<file path="config.mk">
export PLATFORM = sky130hd
export DESIGN_NAME = ic_fetch_queue
export DESIGN_NICKNAME = d
export VERILOG_FILES = /design/src/rtl/ic_fetch_queue.sv
export SDC_FILE = /design/constraint.sdc
export NUM_CORES = 1
export LEC_CHECK = 0
export ABC_CLOCK_PERIOD_IN_PS = 3600
export CORE_MARGIN = 2
export CORE_UTILIZATION = 48
export DETAILED_ROUTE_END_ITERATION = 6
export PLACE_DENSITY = 0.82
export SETUP_SLACK_MARGIN = 0.2
export SLEW_MARGIN = 5
export SYNTH_ARGS = -nofsm -noshare
export SYNTH_HDL_FRONTEND = slang
export SYNTH_SLANG_ARGS = --single-unit
</file>
<file path="constraint.sdc">
create_clock -name clk -period 3.6 [get_ports clk]
set_input_delay 0.54 -clock clk [delete_from_list [all_inputs] [get_ports clk]]
set_output_delay 0.54 -clock clk [all_outputs]
set_load 0.02 [all_outputs]
</file>
<file path="src/rtl/ic_fetch_queue.sv">
// IF->ID fetch queue: DEPTH-entry circular FIFO of fetch bundles with valid/ready
// on both sides; a taken branch on br_bus flushes everything buffered.
module ic_fetch_queue #(
  parameter int DATA_WD  = 65,
  parameter int DEPTH    = 4,
  parameter int AF_LEVEL = 3
) (
  input  logic                       clk,
  input  logic                       rst,
  input  logic [32:0]                br_bus,
  input  logic                       in_valid,
  input  logic [DATA_WD-1:0]         in_data,
  output logic                       in_ready,
  output logic                       out_valid,
  output logic [DATA_WD-1:0]         out_data,
  input  logic                       out_ready,
  output logic [$clog2(DEPTH):0]     count,
  output logic                       almost_full
);

  localparam int AW = $clog2(DEPTH);
  localparam int PW = AW + 1;
  localparam logic [PW-1:0] PTR_ONE  = {{AW{1'b0}}, 1'b1};
  localparam logic [PW-1:0] AF_THRESH = PW'(AF_LEVEL);

  logic [DATA_WD-1:0] mem_q [DEPTH];
  logic [PW-1:0]      rdPtr_q, rdPtr_d;
  logic [PW-1:0]      wrPtr_q, wrPtr_d;
  logic [PW-1:0]      count_d;
  logic               almostFull_q;
  logic               brE;
  logic               isEmpty;
  logic               isFull;
  logic               doPush;
  logic               doPop;
  logic               unused_br_addr;

  assign brE            = br_bus[32];
  assign unused_br_addr = ^br_bus[31:0];

  // The wrap bit is the only thing telling full apart from empty.
  assign isEmpty = (rdPtr_q == wrPtr_q);
  assign isFull  = (rdPtr_q[AW-1:0] == wrPtr_q[AW-1:0]) && (rdPtr_q[AW] != wrPtr_q[AW]);

  assign in_ready  = !isFull;
  assign out_valid = !isEmpty;
  assign out_data  = isEmpty ? '0 : mem_q[rdPtr_q[AW-1:0]];
  assign count     = wrPtr_q - rdPtr_q;
  assign almost_full = almostFull_q;

  assign doPush = in_valid && !isFull && !brE;
  assign doPop  = !isEmpty && out_ready && !brE;

  always_comb begin
    rdPtr_d = rdPtr_q;
    wrPtr_d = wrPtr_q;
    if (brE) begin
      rdPtr_d = wrPtr_q;
    end else begin
      if (doPush) wrPtr_d = wrPtr_q + PTR_ONE;
      if (doPop)  rdPtr_d = rdPtr_q + PTR_ONE;
    end
    count_d = wrPtr_d - rdPtr_d;
  end

  always_ff @(posedge clk) begin
    if (rst) begin
      rdPtr_q      <= '0;
      wrPtr_q      <= '0;
      almostFull_q <= 1'b0;
    end else begin
      rdPtr_q      <= rdPtr_d;
      wrPtr_q      <= wrPtr_d;
      almostFull_q <= (count_d >= AF_THRESH);
    end
  end

  // Storage is never cleared; out_data masking hides stale entries.
  always_ff @(posedge clk) begin
    if (!rst && doPush) mem_q[wrPtr_q[AW-1:0]] <= in_data;
  end

endmodule

</file>
==> metrics list, run 1 <==
- First-pass iteration count of the detailed router: 4
* Number of CTS-inserted buffers: 27
- The area growth from synthesis to layout is 25.6%.
- Entering global routing, the biggest net connects 68 pins.
* Crit path arrival time: 2.75 ns
* Leakage power summed over all cells: 4.21 nW
- Count of antenna-violating nets left after detailed routing: 0
- Vias per cell: 5.42
- Max-cap violations in this run came to 0.
* Via count: 5023
- For this run, design rule violations remaining after detail routing come to 0.
- Setup slack of the most critical reg-to-reg path: 0.88 ns
- Counting every instance in the synthesized netlist gives 473.
- In this run the worst path has a maximum fanout of 32.
- Number of register bits inferred by synthesis: 267
- Clock-pin slew was measured on the worst setup and hold paths at 0.06 ns.
* Register area share after synthesis: 76.7%
- From left edge to right edge, the die measures 151 um.
- Share of final-layout standard cells stronger than drive strength 1: 18.7%
* Clock tree from TritonCTS: built
- Global routing consumed, over all layers together, 17.1% of the routing resources.
- Antenna Cells: 0
- In this design, the stage delay of the slowest critical-path cell is 0.55 ns.
- Chip height: 151 um
* Number of flops mapped to enable cells by yosys: 260
* Asr flop ratio synth: 0%
* Total congestion overflow: 0
- The wire-length estimate of the detail-placed layout is 11.5 mm.
- The worst setup path is captured at a primary output.
- The routed design has 19.4 mm of wire.
- Together, buffers and inverters on the worst path number 3.
- The number of max-slew violations in the final report was 0.
* Crit path max-delay cell type: sky130_fd_sc_hd__clkdlybuf4s50_1
* Critical path type: reg2out
- The worst register-to-register path has a depth of 10.
- The critical path goes through inv_1 > ha_1 > nand2_2 > nor2_4 > buf_12 > and2b_1 > clkdlybuf4s50_1.
- Reg2Reg Launch Point: wrPtr_q[0]
* Clk_skew: 0.0105 ns
* Synth Net Count: 585
- The min-delay analysis places its worst path in the category in2reg.
- The cell area that synthesis handed to floorplanning was 0.0104 mm2.
* Master cell of the clock root buffer: sky130_fd_sc_hd__clkbuf_16
- Element type at the critical path start: flip-flop
* Clock Latency Late Sink: 0.52 ns
- Area of the die: 0.0228 mm2
- The initial utilization of the core area, before any placement, comes to 49.2%.
* Yosys warnings: 0
* Reg-to-Reg End: almost_full
- In this run the number of H-tree levels came out at 1.
- Final Hold Vio Count: 0
- Power per cell area: 521 mW/mm2
* Critical path endpoint: out_data[47]
* Core area: 0.0211 mm2
- Based on the critical path, the design can be clocked at up to 304 MHz.
* Post-route clock period utilization: 91.3%
* Number of global-route vias before repair: 5451
- In this run the core area contains 53 standard-cell rows.
* Count of filler cells inserted in the layout: 1477
- The number of antenna violations at the first check in global routing was 0.
- At the end of the flow the core is filled with cells to 61.7%.
* Number of library cell types mapped by synthesis: 30
- IR analysis of the VDD net gives a maximum drop of 423 uV.
* Post-Synthesis Mean Instance Area: 21.9 um2
- Stages on worst setup path: 7
* Summed negative setup slack over all endpoints: 0 ns
- Worst hold stages: 1
* Max clock buf depth: 3
- For the worst setup path, the data required time is 3.06 ns.
- Weighted congestion at the end of routability-driven global placement: 0.757
- Number of DRC markers in iteration 0: 251
- Setup repair after global routing left no endpoint under its margin.
- The flow ran to the end, and the final reports show no timing, DRC or antenna violations.
- The cell family contributing the most delay on the critical path is buffers and inverters.
* Slew of the pin with the lowest slew margin: 0.560 ns
- The smallest clock period supported by the final layout is computed as 3.29 ns.
- Number of nets in the finished design: 744
- Clk sink count: 267
- PortBufs: 140
- Crit path launch: wrPtr_q[0]
- Setup violations remaining at the end of the flow were counted as 0.
- Primary FF master, synth: sky130_fd_sc_hd__edfxtp_1
- The first global-routing pass estimated 29.4 mm of wire.
* Relative slew slack: 62.6%
- 173 I/O pins were placed.
- In the final routed layout, each cell accounts on average for 21.0 um.
[routing by layer]
layer	wire length (um)	share of wire [%]	track usage, %	up-vias
met2	10400	53	31.2	172
met3	1230	6.3	3.58	30
met5	0	0	0	-
met4	357	1.8	4.72	0
met1	7450	38	20.8	2592
li1	-	-	-	2229
[cell usage after synthesis (3+ instances only)]
| cell type | count | area (um2) |
|---|---|---|
| sky130_fd_sc_hd__ha_1 | 8 | 100 |
| sky130_fd_sc_hd__dfxtp_1 | 7 | 140 |
| sky130_fd_sc_hd__and2_1 | 4 | 25.0 |
| sky130_fd_sc_hd__nor2_1 | 7 | 26.3 |
| sky130_fd_sc_hd__nand2_1 | 4 | 15.0 |
| sky130_fd_sc_hd__buf_2 | 9 | 45.0 |
| sky130_fd_sc_hd__edfxtp_1 | 260 | 7810 |
| sky130_fd_sc_hd__clkbuf_1 | 10 | 37.5 |
| sky130_fd_sc_hd__inv_1 | 6 | 22.5 |
| sky130_fd_sc_hd__mux4_2 | 65 | 1460 |
| sky130_fd_sc_hd__and2b_1 | 22 | 165 |
| sky130_fd_sc_hd__nor2b_1 | 46 | 288 |
| sky130_fd_sc_hd__xor2_1 | 3 | 26.3 |
[what timing repair did]
| action | 4_1_cts | 5_1_grt |
|---|---|---|
| setup buffers | 0 | 0 |
| endpoints found under the setup margin | 23 | 22 |
| pin swaps | 0 | 1 |
| gates resized for setup | 4 | 5 |
| hold buffers | 0 | 0 |
| gates cloned | 0 | 1 |
[cells in the final DEF (no fill, tap or decap), drive strengths merged, types with 8 or more instances in the layout]
master / netlist / routed
mux4: 65 / 65
clkbuf: 11 / 38
buf: 10 / 10
nor2b: 46 / 46
edfxtp: 260 / 260
and2b: 22 / 22
clkinv: 0 / 8
ha: 8 / 8
clkdlybuf4s50: 0 / 138
[kinds of logic (layout without fill, tap and decap cells)]
kind of cell             count (synthesis)  count (layout)  synth area share (%)
AND/OR/NAND/NOR                         89              89                  5.41
buffers and inverters                   27             206                  1.13
flip-flops                             267             267                  76.7
adder cells (fa/ha/maj)                 10              10                  1.35
multiplexers                            67              67                  14.3
AO/OA/AOI/OAI                            8               8                 0.555
XOR/XNOR                                 5               5                 0.555
[cell type report]
class	instances	area, um2	area share (%)
Multi-Input combinational cell	179	2320	17.8
Inverter	6	22.5	0.173
Clock buffer	37	713	5.48
Sequential cell	267	7960	61.1
Clock inverter	12	66.3	0.510
Tap cell	275	344	2.64
Timing Repair Buffer	151	1590	12.2
[through the flow]
| step | power [mW] | hold slack (ns) | cell area, um2 | instances | worst slack (ns) |
|---|---|---|---|---|---|
| after floorplan | 3.97 | 0.580 | 10400 | 473 | 0.542 |
| after global placement | 4.36 | 0.602 | 12200 | 877 | 0.760 |
| after detailed placement | 4.38 | 0.664 | 12200 | 877 | 0.673 |
| after CTS | 6.84 | 0.620 | 13000 | 926 | 0.203 |
| after global routing | 7.03 | 0.640 | 13000 | 927 | 0.216 |
| final | 6.78 | 0.650 | 13000 | 927 | 0.312 |
[sequential cells by signal, indices dropped and copies added (netlist names)]
name	cells
almost_full	1
mem_q	260
rdPtr_q	3
wrPtr_q	3
[how the worst min path moves through the flow]
stage / start / slack [ns] / endpoint
floorplan: wrPtr_q[2] / 0.58 / rdPtr_q[2]
global placement: wrPtr_q[2] / 0.60 / rdPtr_q[2]
detailed placement: wrPtr_q[2] / 0.66 / rdPtr_q[2]
CTS: in_data[22] / 0.62 / mem_q[0][22]
global route: in_data[18] / 0.64 / mem_q[2][18]
finish: in_data[22] / 0.65 / mem_q[0][22]
[power by group]
part / leakage [nW] / internal [mW] / switching [mW]
clock: 0.371 / 1.38 / 1.07
sequential: 2.41 / 3.45 / 0.0119
combinational: 1.43 / 0.440 / 0.424
total: 4.21 / 5.28 / 1.50
Power figures use the tool's default switching activity.
==> run 2, diff against run 1 <==
--- a/config.mk
+++ b/config.mk
@@ -5,7 +5,7 @@
 export SDC_FILE = /design/constraint.sdc
 export NUM_CORES = 1
 export LEC_CHECK = 0
-export ABC_CLOCK_PERIOD_IN_PS = 3600
+export ABC_CLOCK_PERIOD_IN_PS = 3000
 export CORE_MARGIN = 2
 export CORE_UTILIZATION = 48
 export DETAILED_ROUTE_END_ITERATION = 6
==> constraint.sdc (replaced) <==
create_clock -name clk -period 3 [get_ports clk]
set_input_delay 0.45 -clock clk [delete_from_list [all_inputs] [get_ports clk]]
set_output_delay 0.45 -clock clk [all_outputs]
set_load 0.1 [all_outputs]
==> run 2 against run 1 <==
  * Sequential power increased by 20%
  * Register-to-register slack got worse by 0.50 ns
  * Critical path depth unchanged
  * Sequential share of layout area decreased by 5.3 points
  * Total power increased by 43%
  * Clock power increased by 31%
  * Routed wire length increased by 7.1%
  * Largest cell class unchanged
==> metrics list, run 2 (synthesis results as in run 1) <==
- Status: finished clean
- The worst register-to-register path has a depth of 9.
- Post-layout min period: 2.72 ns
* IR Drop Worst-Case VDD: 529 uV
- Post-Place Cells: 882
- The count of nets left with antenna violations once routing finished came out at 0.
* Weighted congestion at the end of routability-driven global placement: 0.818
- The number of hold-slack violations in the final timing report came to 0.
- Most common cell after layout, fill and taps aside: sky130_fd_sc_hd__edfxtp_1
- The root buffer cell chosen for the clock tree is sky130_fd_sc_hd__clkbuf_16.
- The detailed router finished its first iteration with 274 violations.
- Power comes to 9.69 mW.
- Clock tree from TritonCTS: built
* Highest achievable clock rate: 367 MHz
- The number of max-slew violations in the final report came to 0.
- Number of nets in the finished design: 754
- Once the floorplan was initialized, standard cells occupied 49.2% of the core.
* Via count: 5179
* Number of global-route vias before repair: 5695
- At the later pin of the worst-skew pair, clock insertion delay measures 0.51 ns.
- STA puts the critical path data required time at 2.55 ns.
- Area of the die: 0.0228 mm2
* Count of max-cap constraint violations: 0
- The die is 151 um tall.
- Clock slew seen by the registers of the worst setup and hold paths: 0.06 ns
- Global routing consumed, over all layers together, 18.7% of the routing resources.
- Along the worst path, the maximum fanout reaches 15.
* Summed negative setup slack over all endpoints: 0 ns
- Final Hold Slack: 0.570 ns
- For this design the static power due to leakage is 4.79 nW.
* Number of CTS-inserted buffers: 27
* Detailed-route DRC error count: 0
- At the pin with the least slew margin, the transition time is 0.495 ns.
- At the placement stage, the worst setup path has a slack of 0.116 ns.
- The repair_antennas step left the layout with diodes totalling 0.
- Entering global routing, the biggest net connects 36 pins.
- Critical Path Sink Type: primary output
- Worst hold stages: 1
* Critical path type: reg2out
- Dividing total power by cell area gives a power density of 680 mW/mm2.
- The first global-routing pass estimated 31.9 mm of wire.
- Using the TritonRoute via totals, the vias-per-cell ratio works out to 5.53.
* Worst setup margin: 0.276 ns
- Count of non-filler cells in the finished layout: 936
- Clk sink count: 267
- Total congestion overflow: 0
- In this run the number of H-tree levels came out at 1.
* Post-route clock period utilization: 90.8%
* Hold bufs inserted after CTS: 0
- Top-level port count: 173
- Rows: 53
* Floorplan die width: 151 um
* Layout Utilization: 67.6%
* Cells along the critical path: ha_2 > nand2_4 > nor2_4 > buf_4 > bufbuf_16 > nor2b_2 > buf_12
* First-pass iteration count of the detailed router: 4
* Crit path max-delay cell type: sky130_fd_sc_hd__dfxtp_2
- Most frequent cells in the layout: 260 x sky130_fd_sc_hd__edfxtp_1, 80 x sky130_fd_sc_hd__buf_12, 69 x sky130_fd_sc_hd__clkdlybuf4s50_1
- The area growth from synthesis to layout is 37.5%.
* PortBufs: 140
* Area post-placement: 0.0132 mm2
- Between clock sinks in the finished design, the worst skew comes to 0.0102 ns.
- Relative slew slack: 66.6%
- The post-route netlist has 42.1% of its cells at a drive strength greater than 1.
- Worst min-delay path class: in2reg
- Count of filler cells inserted in the layout: 1306
- For this block, the routed nets add up to 20.8 mm of wire.
* Max clock buf depth: 3
- Post-detailed-placement half-perimeter wirelength: 12.3 mm
* Number of flip-flops under the largest register name: 260
- Element type at the critical path start: flip-flop
* Setup repair after global routing missed its margin: true
- The number of antenna violations at the first check in global routing came to 0.
- The total area inside the core boundary comes to 0.0211 mm2.
- At the worst endpoint, the arrival time is 2.27 ns.
* Delay of the slowest cell on the worst path: 0.40 ns
- Final std cell area, no fill: 0.0143 mm2
- After detailed routing, the average wire length per cell comes to 22.2 um.
* Final setup violation count: 0
-- run 2: worst paths after layout --
path          startpoint           end  slack, ns
max           wrPtr_q[1]  out_data[57]       0.28
min          in_data[58]  mem_q[3][58]       0.57
max reg2reg   wrPtr_q[1]   almost_full       0.38
min reg2reg   wrPtr_q[1]    wrPtr_q[1]       0.66
-- run 2: final cells by class --
type,count,area (um2),share of cell area [%]
clock inverters,17,159,1.11
inverters,6,22.5,0.158
repair buffers,161,2480,17.4
well taps,275,344,2.41
clock buffers,31,691,4.85
flip-flops and latches,267,7960,55.8
multi-input cells,179,2600,18.3
-- run 2: worst max-delay path, delay by kind of cell (launching register included) --
family | cells | cell delay [ns]
DFF | 1 | 0.40
buffers and inverters | 3 | 0.66
adders and majority gates | 1 | 0.34
and+or+nand+nor | 3 | 0.34
-- run 2: metal layers --
metal	global-route usage, %	part of all wire (%)
met5	0	0
met3	3.28	5.0
met2	33.1	53
met1	24.4	40
met4	4.53	1.4
-- run 2: where the power goes --
part / total [mW] / switching (mW) / internal, mW
sequential: 4.16 / 0.0162 / 4.15
clock: 3.20 / 1.30 / 1.90
combinational: 2.33 / 1.42 / 0.901
total: 9.69 / 2.74 / 6.95
-- run 2: timing repair --
item,4_1_cts,5_1_grt
pin swaps,2,0
buffers inserted,3,0
resized for setup,11,3
endpoints found under the setup margin,67,31
gates cloned,3,0
